`src/rtl/nonce_sweep_ctrl.sv`:
```
// Nonce sweep sequencer for sha256_module: issues one hash per nonce, stops on hit/end/abort.
// Optional hash counter enabled by defining NONCE_SWEEP_STATS_EN (otherwise hash_count is 0).
module nonce_sweep_ctrl #(
    parameter int NONCE_WORD = 3
) (
    input  logic         clk,
    input  logic         reset,
    input  logic [511:0] cfg_block,
    input  logic [31:0]  cfg_nonce_start,
    input  logic [31:0]  cfg_nonce_end,
    input  logic [255:0] cfg_target,
    input  logic         go,
    input  logic         abort,
    output logic         core_start,
    output logic [511:0] core_data,
    input  logic         core_done,
    input  logic [255:0] core_hash,
    output logic         busy,
    output logic         found,
    output logic         exhausted,
    output logic         aborted,
    output logic [31:0]  found_nonce,
    output logic [255:0] found_hash,
    output logic [31:0]  cur_nonce,
    output logic [31:0]  hash_count
);

    localparam logic [1:0] ST_IDLE  = 2'd0;
    localparam logic [1:0] ST_ISSUE = 2'd1;
    localparam logic [1:0] ST_WAIT  = 2'd2;
    localparam logic [1:0] ST_CHECK = 2'd3;

    localparam int NONCE_LSB = 32 * NONCE_WORD;

    logic [1:0]   state_q,       state_d;
    logic [511:0] block_q,       block_d;
    logic [31:0]  end_q,         end_d;
    logic [255:0] target_q,      target_d;
    logic [31:0]  cur_nonce_q,   cur_nonce_d;
    logic [511:0] core_data_q,   core_data_d;
    logic [255:0] hash_q,        hash_d;
    logic         abort_pend_q,  abort_pend_d;
    logic         found_q,       found_d;
    logic         exhausted_q,   exhausted_d;
    logic         aborted_q,     aborted_d;
    logic [31:0]  found_nonce_q, found_nonce_d;
    logic [255:0] found_hash_q,  found_hash_d;

    function automatic logic [511:0] insert_nonce(input logic [511:0] blk, input logic [31:0] n);
        logic [511:0] r;
        r = blk;
        r[NONCE_LSB +: 32] = n;
        return r;
    endfunction

    // NOTE: every _d gets a default first so no path through the case can infer a latch.
    always_comb begin
        state_d       = state_q;
        block_d       = block_q;
        end_d         = end_q;
        target_d      = target_q;
        cur_nonce_d   = cur_nonce_q;
        core_data_d   = core_data_q;
        hash_d        = hash_q;
        abort_pend_d  = abort_pend_q;
        found_d       = found_q;
        exhausted_d   = exhausted_q;
        aborted_d     = aborted_q;
        found_nonce_d = found_nonce_q;
        found_hash_d  = found_hash_q;

        case (state_q)
            ST_IDLE: begin
                if (go) begin
                    state_d      = ST_ISSUE;
                    block_d      = cfg_block;
                    end_d        = cfg_nonce_end;
                    target_d     = cfg_target;
                    cur_nonce_d  = cfg_nonce_start;
                    core_data_d  = insert_nonce(cfg_block, cfg_nonce_start);
                    abort_pend_d = 1'b0;
                    found_d      = 1'b0;
                    exhausted_d  = 1'b0;
                    aborted_d    = 1'b0;
                end
            end
            ST_ISSUE: begin
                state_d = ST_WAIT;
                if (abort) abort_pend_d = 1'b1;
            end
            ST_WAIT: begin
                if (abort) abort_pend_d = 1'b1;
                if (core_done) begin
                    hash_d  = core_hash;
                    state_d = ST_CHECK;
                end
            end
            ST_CHECK: begin
                // An abort raised in this very cycle still wins over the compare.
                if (abort_pend_q || abort) begin
                    state_d      = ST_IDLE;
                    aborted_d    = 1'b1;
                    abort_pend_d = 1'b0;
                end else if (hash_q < target_q) begin
                    state_d       = ST_IDLE;
                    found_d       = 1'b1;
                    found_nonce_d = cur_nonce_q;
                    found_hash_d  = hash_q;
                end else if (cur_nonce_q == end_q) begin
                    state_d     = ST_IDLE;
                    exhausted_d = 1'b1;
                end else begin
                    state_d     = ST_ISSUE;
                    cur_nonce_d = cur_nonce_q + 32'd1;
                    core_data_d = insert_nonce(block_q, cur_nonce_q + 32'd1);
                end
            end
            default: state_d = ST_IDLE;
        endcase
    end

    // NOTE: sequential state uses non-blocking assignments only, so all registers update together.
    always_ff @(posedge clk or posedge reset) begin
        if (reset) begin
            state_q       <= ST_IDLE;
            block_q       <= '0;
            end_q         <= '0;
            target_q      <= '0;
            cur_nonce_q   <= '0;
            core_data_q   <= '0;
            hash_q        <= '0;
            abort_pend_q  <= 1'b0;
            found_q       <= 1'b0;
            exhausted_q   <= 1'b0;
            aborted_q     <= 1'b0;
            found_nonce_q <= '0;
            found_hash_q  <= '0;
        end else begin
            state_q       <= state_d;
            block_q       <= block_d;
            end_q         <= end_d;
            target_q      <= target_d;
            cur_nonce_q   <= cur_nonce_d;
            core_data_q   <= core_data_d;
            hash_q        <= hash_d;
            abort_pend_q  <= abort_pend_d;
            found_q       <= found_d;
            exhausted_q   <= exhausted_d;
            aborted_q     <= aborted_d;
            found_nonce_q <= found_nonce_d;
            found_hash_q  <= found_hash_d;
        end
    end

`ifdef NONCE_SWEEP_STATS_EN
    logic [31:0] hash_count_q;

    always_ff @(posedge clk or posedge reset) begin
        if (reset) begin
            hash_count_q <= '0;
        end else if (state_q == ST_IDLE && go) begin
            hash_count_q <= '0;
        end else if (state_q == ST_WAIT && core_done && hash_count_q != 32'hFFFF_FFFF) begin
            hash_count_q <= hash_count_q + 32'd1;
        end
    end

    assign hash_count = hash_count_q;
`else
    assign hash_count = '0;
`endif

    assign core_start  = (state_q == ST_ISSUE);
    assign busy        = (state_q != ST_IDLE);
    assign core_data   = core_data_q;
    assign cur_nonce   = cur_nonce_q;
    assign found       = found_q;
    assign exhausted   = exhausted_q;
    assign aborted     = aborted_q;
    assign found_nonce = found_nonce_q;
    assign found_hash  = found_hash_q;

endmodule

```
`config.mk`:
```
export PLATFORM = sky130hd
export DESIGN_NAME = nonce_sweep_ctrl
export DESIGN_NICKNAME = d
export VERILOG_FILES = /design/src/rtl/nonce_sweep_ctrl.sv
export SDC_FILE = /design/constraint.sdc
export NUM_CORES = 2
export LEC_CHECK = 0
export CAP_MARGIN = 20
export CORE_AREA = 2 2 768 770
export DETAILED_ROUTE_END_ITERATION = 16
export DIE_AREA = 0 0 770 772
export GPL_ROUTABILITY_DRIVEN = 0
export PLACE_DENSITY = 0.31
export SETUP_SLACK_MARGIN = 0.3
export SYNTH_ARGS = -nofsm -noshare
export SYNTH_HDL_FRONTEND = slang
export SYNTH_SLANG_ARGS = --single-unit
export TNS_END_PERCENT = 50
```
`constraint.sdc`:
```
create_clock -name clk -period 63 [get_ports clk]
set_input_delay 6.3 -clock clk [delete_from_list [all_inputs] [get_ports clk]]
set_output_delay 6.3 -clock clk [all_outputs]
set_load 0.1 [all_outputs]
```
# Word-level counts from Yosys, hierarchy flattened
# Cells that the tools add are included.
[word_totals]
elab_cells = 72
reg_bits = 1894
output_inout_bits = 869
[op_classes]
reduce_logical = 14
order_cmp = 1
add_sub_neg = 1
n_eq_ne = 13
mux = 29
bitwise = 1
[ops]
columns = ["op", "n"]
rows = [
  ["$mux 512", 4],
  ["$pmux 512 s2", 1],
  ["$lt 256x256->1", 1],
  ["$mux 32", 4],
  ["$pmux 32 s2", 1],
  ["$add 32x1->32 const B", 1],
  ["$eq 32x32->1", 1],
  ["$ne 2x2->1 const B", 8],
  ["$mux 1", 12],
  ["$reduce_and 5->1", 2],
  ["$reduce_and 3->1", 3],
  ["$pmux 2 s4", 1],
  ["$pmux 1 s2", 3],
  ["$reduce_and 2->1", 3],
  ["$eq 2x2->1 const B", 2],
  ["$mux 2", 2],
  ["$reduce_and 4->1", 1],
  ["$reduce_bool 2->1", 2],
  ["$pmux 1 s3", 1],
  ["$eq 2x1->1 const B", 1],
  ["$logic_not 2->1", 1],
  ["$ne 2x1->1 const B", 1],
  ["$reduce_or 2->1", 1],
  ["$logic_or 1x1->1", 1],
  ["$not 1->1", 1],
]

# Depth between registers and ports, before layout
[logic_depth]
depth_word = 5
depth_mapped = 16
ltp_nobuf = 12

# Least setup slack after synthesis
# Ideal clock, no wire load.
[synth_path]
kind = "input port to flip-flop"
start = "input port go"
end = "register core_data_q[284], in the netlist core_data[284]"
arrival_ns = 7.774
setup_time_ns = 0.126
t_required_ns = 62.874
path_slack_ns = 55.100
n_path_buf = 4
stages = 10
cell_sequence = "and2_1 clkbuf_1 a21oi_1 nor2_1 nand2_1 o21ai_2 buf_4 buf_2 buf_2 a21oi_1"
[synth_between]
elab_chain_len = 2
[synth_rtl]
columns = ["element", "line_no", "text"]
rows = [
  ["start: declaration", "12", "input logic go,"],
  ["$ne 2x2->1 (no source line)", "--", ""],
  ["$reduce_and 5->1 (no source line)", "--", ""],
  ["end signal: assignment", "144", "core_data_q <= core_data_d;"],
  ["end: declaration", "40", "logic [511:0] core_data_q, core_data_d;"],
]
# Every way passes these cells.
# A chain may end at the register's enable or synchronous reset.

# Worst setup path after layout
[layout_path]
start = "input port go"
end = "register core_data_q[85], in the netlist core_data[85]"
# The elaborated chain is that of the path after synthesis.

==> PnR_summary.wiki <==
{| class="wikitable"
! Metric !! Value
|-
| Final critical-path setup slack || 50.64 ns
|-
| Finish-stage setup viols || 0
|-
| Post-Route WL || 484 mm
|-
| Ratio of cells with drive above 1 in the final layout || 13.0%
|-
| Global-route usage over all layers || 15.7%
|-
| Count of nets left with antenna violations after detail routing || 0
|-
| Number of nets in the finished design || 10.7k
|-
| Sequential element share of the synthesized area || 57.5%
|-
| Least-Margin Pin Slew || 1.33 ns
|-
| Max-slew violations || 0
|-
| Chip width || 770 microns
|-
| F_max || 80.9 MHz
|-
| CTS clk-pin slew, worst paths || 0.06 ns
|-
| DP Area || 0.106 sq mm
|-
| Shortest period the worst path allows || 12.36 ns
|-
| Post-synthesis compound-gate area fraction || 6.85%
|-
| Worst hold start || block_q[222]$_DFFE_PP0P_
|-
| Via count of the first global-routing pass || 65.5k
|-
| Crit path capture type || register
|-
| Share of the synthesized area in the top cell type || 57.5%
|-
| Gr ovfl total || 0
|-
| Port Buf Inserts || 1897
|-
| Worst setup path start || go
|-
| R2R Path Start || hash_q[249]$_DFFE_PP0P_
|-
| DRC || 0
|-
| Count of max-cap constraint violations || 0
|-
| Number of antenna violations at the first check in global routing || 369
|-
| Commonest cells in the synthesized netlist || sky130_fd_sc_hd__nand2_1 (1890), sky130_fd_sc_hd__dfrtp_1 (1830), sky130_fd_sc_hd__a21oi_1 (583)
|-
| Via count || 64.3k
|-
| # H-tree levels || 5
|-
| Setup TNS Final || 0 ns
|-
| Count of synthesis-stage warnings from yosys || 0
|-
| Kind of critical path || primary input to register
|-
| Worst-case clock buffer depth || 4
|-
| Async S/R FF share, synth || 100%
|-
| Initial DRC Count || 3750
|-
| Height of the die || 772 microns
|-
| First-pass GRT wire length || 636 mm
|-
| Fraction of synthesized cell area in xor and xnor cells || 0.352%
|-
| Dpl hpwl || 382 mm
|-
| Routed wire per std cell || 27.7 microns
|-
| Adder-cell share of the synthesized area || 4.08%
|-
| Clock sink count || 1830
|-
| Core footprint || 0.587 sq mm
|-
| # placed instances || 16.9k
|-
| Required time worst endpoint || 63.80 ns
|-
| Area grow syn2layout || 44.8%
|-
| Distinct cell type count after synthesis || 67
|-
| Final worst-path cycle share || 19.6%
|-
| CTS tree || yes
|-
| Worst clock skew on the final layout || 0.0642 ns
|-
| Final Instance Count excl. Fillers || 17.5k
|-
| RSZ-0062 raised after global routing || false
|-
| Most frequently used cell type in the post-synthesis netlist || sky130_fd_sc_hd__nand2_1
|-
| Simple-Gate Fraction of Synth Area || 13.0%
|-
| Ports || 1962
|-
| Cell type contributing the most total cell area after synthesis || sky130_fd_sc_hd__dfrtp_1
|-
| Hold WC Path Type || register to register
|-
| Number of flops mapped to enable cells by yosys || 0
|-
| First-pass iteration count of the detailed router || 5
|-
| Top FF cell, synth || sky130_fd_sc_hd__dfrtp_1
|-
| Largest cells by area after synthesis || sky130_fd_sc_hd__dfrtp_1 (57%), sky130_fd_sc_hd__nand2_1 (8.9%), sky130_fd_sc_hd__mux2i_1 (6.1%), sky130_fd_sc_hd__mux2_2 (4.7%), sky130_fd_sc_hd__ha_1 (4.1%)
|-
| Clock insertion delay at the later pin of the skew report || 0.92 ns
|-
| Post-synthesis cell count || 7530
|-
| CTS Hold Buffers Added || 0
|-
| Clock tree root driver cell || sky130_fd_sc_hd__clkbuf_16
|-
| Average cell area after synthesis || 10.6 sq um
|-
| PostCTS Resize Cnt || 0
|-
| Setup repair bufs after CTS || 0
|-
| Relative slew slack || 10.9%
|-
| Result of the run || completed
|-
| Kind of start point of the critical path || primary input
|-
| Maximum number of pins on one net before global-route repair || 193
|-
| Full die area || 0.594 sq mm
|-
| Std-Cell Rows || 282
|-
| Starting utilization of the core area || 13.6%
|-
| Vias per cell || 3.68
|-
| Filler cells || 64.4k
|-
| Pre-CTS setup slack || 49.51 ns
|-
| Multiplexer area fraction after synthesis || 13.8%
|-
| Seq cells post-synth || 1830
|-
| Final Hold Fails || 0
|-
| Largest fanout on the critical path || 189
|-
| Arr. time, crit path || 13.16 ns
|-
| Post-route cell area || 0.115 sq mm
|-
| Largest family of logic cells by synthesized area || multiplexers
|-
| Number of clock buffers inserted by TritonCTS || 266
|-
| Cell area after synthesis || 0.0797 sq mm
|}
-- cell families after synthesis --
group / Yosys count
xor+xnor: 32
compound gates: 1010
flops: 1830
simple gates: 2623
fa+ha+maj: 260
mux: 1027
buf+inv: 747
other cells: 1
-- state kept, by name (all words and copies together), names as in the netlist --
name	flops
core_data	481
end_q	32
found_nonce	32
aborted	1
exhausted	1
state_q	2
found	1
target_q	256
cur_nonce	31
abort_pend_q	1
found_hash	256
block_q	480
hash_q	256
-- worst paths after layout --
path / to / slack (ns) / cells after the start
setup / recovery: core_data[85]$_DFFE_PP0P_ / 50.64 / 14
hold / removal: block_q[222]$_DFFE_PP0P_ / 0.47 / 2
setup reg to reg: core_data[85]$_DFFE_PP0P_ / 53.92 / 17
hold reg to reg: block_q[222]$_DFFE_PP0P_ / 0.47 / 2
max in group asynchronous: target_q[194]$_DFFE_PP0P_ / 52.93 / 7
min in group asynchronous: block_q[213]$_DFFE_PP0P_ / 5.90 / 2
-- per-stage QoR --
step	util [%]	hold WS, ns
floorplan	-	0.445
global placement	18.1	0.458
detailed placement	18.1	0.462
CTS	19.6	0.474
global route	19.6	0.491
finish	19.6	0.471
-- cell usage in the layout (no fill, tap or decap), types with 7 or more instances in the layout --
cell type                         count
sky130_fd_sc_hd__buf_4              406
sky130_fd_sc_hd__nor4_1              18
sky130_fd_sc_hd__and3_1              13
sky130_fd_sc_hd__clkinv_2            24
sky130_fd_sc_hd__nand2b_1             7
sky130_fd_sc_hd__a221oi_1             9
sky130_fd_sc_hd__o311ai_1            11
sky130_fd_sc_hd__inv_1              272
sky130_fd_sc_hd__a211o_1              9
sky130_fd_sc_hd__clkdlybuf4s50_1   1543
sky130_fd_sc_hd__clkbuf_16          269
sky130_fd_sc_hd__ha_1               259
sky130_fd_sc_hd__o211ai_1             8
sky130_fd_sc_hd__a21oi_1            583
sky130_fd_sc_hd__clkbuf_8            57
sky130_fd_sc_hd__nand3_1             33
sky130_fd_sc_hd__a21o_1              18
sky130_fd_sc_hd__xor2_1              32
sky130_fd_sc_hd__nand2_1           1888
sky130_fd_sc_hd__nor2_1             526
sky130_fd_sc_hd__mux2i_1            482
sky130_fd_sc_hd__dfrtp_1           1828
sky130_fd_sc_hd__a211oi_1            14
sky130_fd_sc_hd__mux2_1             209
sky130_fd_sc_hd__clkbuf_2             8
sky130_fd_sc_hd__conb_1              32
sky130_fd_sc_hd__mux2_2             336
sky130_fd_sc_hd__nor3_1              19
sky130_fd_sc_hd__buf_2               43
sky130_fd_sc_hd__bufinv_16            9
sky130_fd_sc_hd__nand4_1             67
sky130_fd_sc_hd__inv_6               11
sky130_fd_sc_hd__a31oi_1              7
sky130_fd_sc_hd__diode_2             88
sky130_fd_sc_hd__clkbuf_1            60
sky130_fd_sc_hd__buf_12              25
sky130_fd_sc_hd__o21ai_0            304
-- area by class of cell --
class / instances / area [sq um] / share of cell area (%)
diodes: 88 / 220 / 0.191
clock buffers: 386 / 7740 / 6.71
clock inverters: 68 / 911 / 0.790
inverters: 273 / 1030 / 0.895
multi-input cells: 4984 / 30500 / 26.5
flip-flops and latches: 1830 / 45800 / 39.7
well taps: 7810 / 9770 / 8.47
repair buffers: 2029 / 19300 / 16.8
-- critical path, cell delays in order --
cell	delay [ns]
sky130_fd_sc_hd__clkdlybuf4s50_1	0.61
sky130_fd_sc_hd__and2_4	0.64
sky130_fd_sc_hd__a21oi_1	0.12
sky130_fd_sc_hd__nor2_1	0.13
sky130_fd_sc_hd__nand2_1	0.08
sky130_fd_sc_hd__buf_4	0.21
sky130_fd_sc_hd__o21ai_4	0.57
sky130_fd_sc_hd__buf_4	0.72
sky130_fd_sc_hd__buf_4	0.74
sky130_fd_sc_hd__buf_4	0.88
sky130_fd_sc_hd__buf_12	0.58
sky130_fd_sc_hd__buf_4	0.82
sky130_fd_sc_hd__nor2_1	0.09
sky130_fd_sc_hd__a21oi_1	0.15
-- per-layer routing --
layer	share of wire (%)	global-route usage [%]	routed length (microns)
met5	0.20	0	951
met4	2.8	3.81	13600
met3	11	7.82	54600
met2	44	24.4	213000
met1	42	19.3	202000
Power is not shown: default switching activity piles up to over one toggle a cycle in this logic, so the estimate is an artifact.
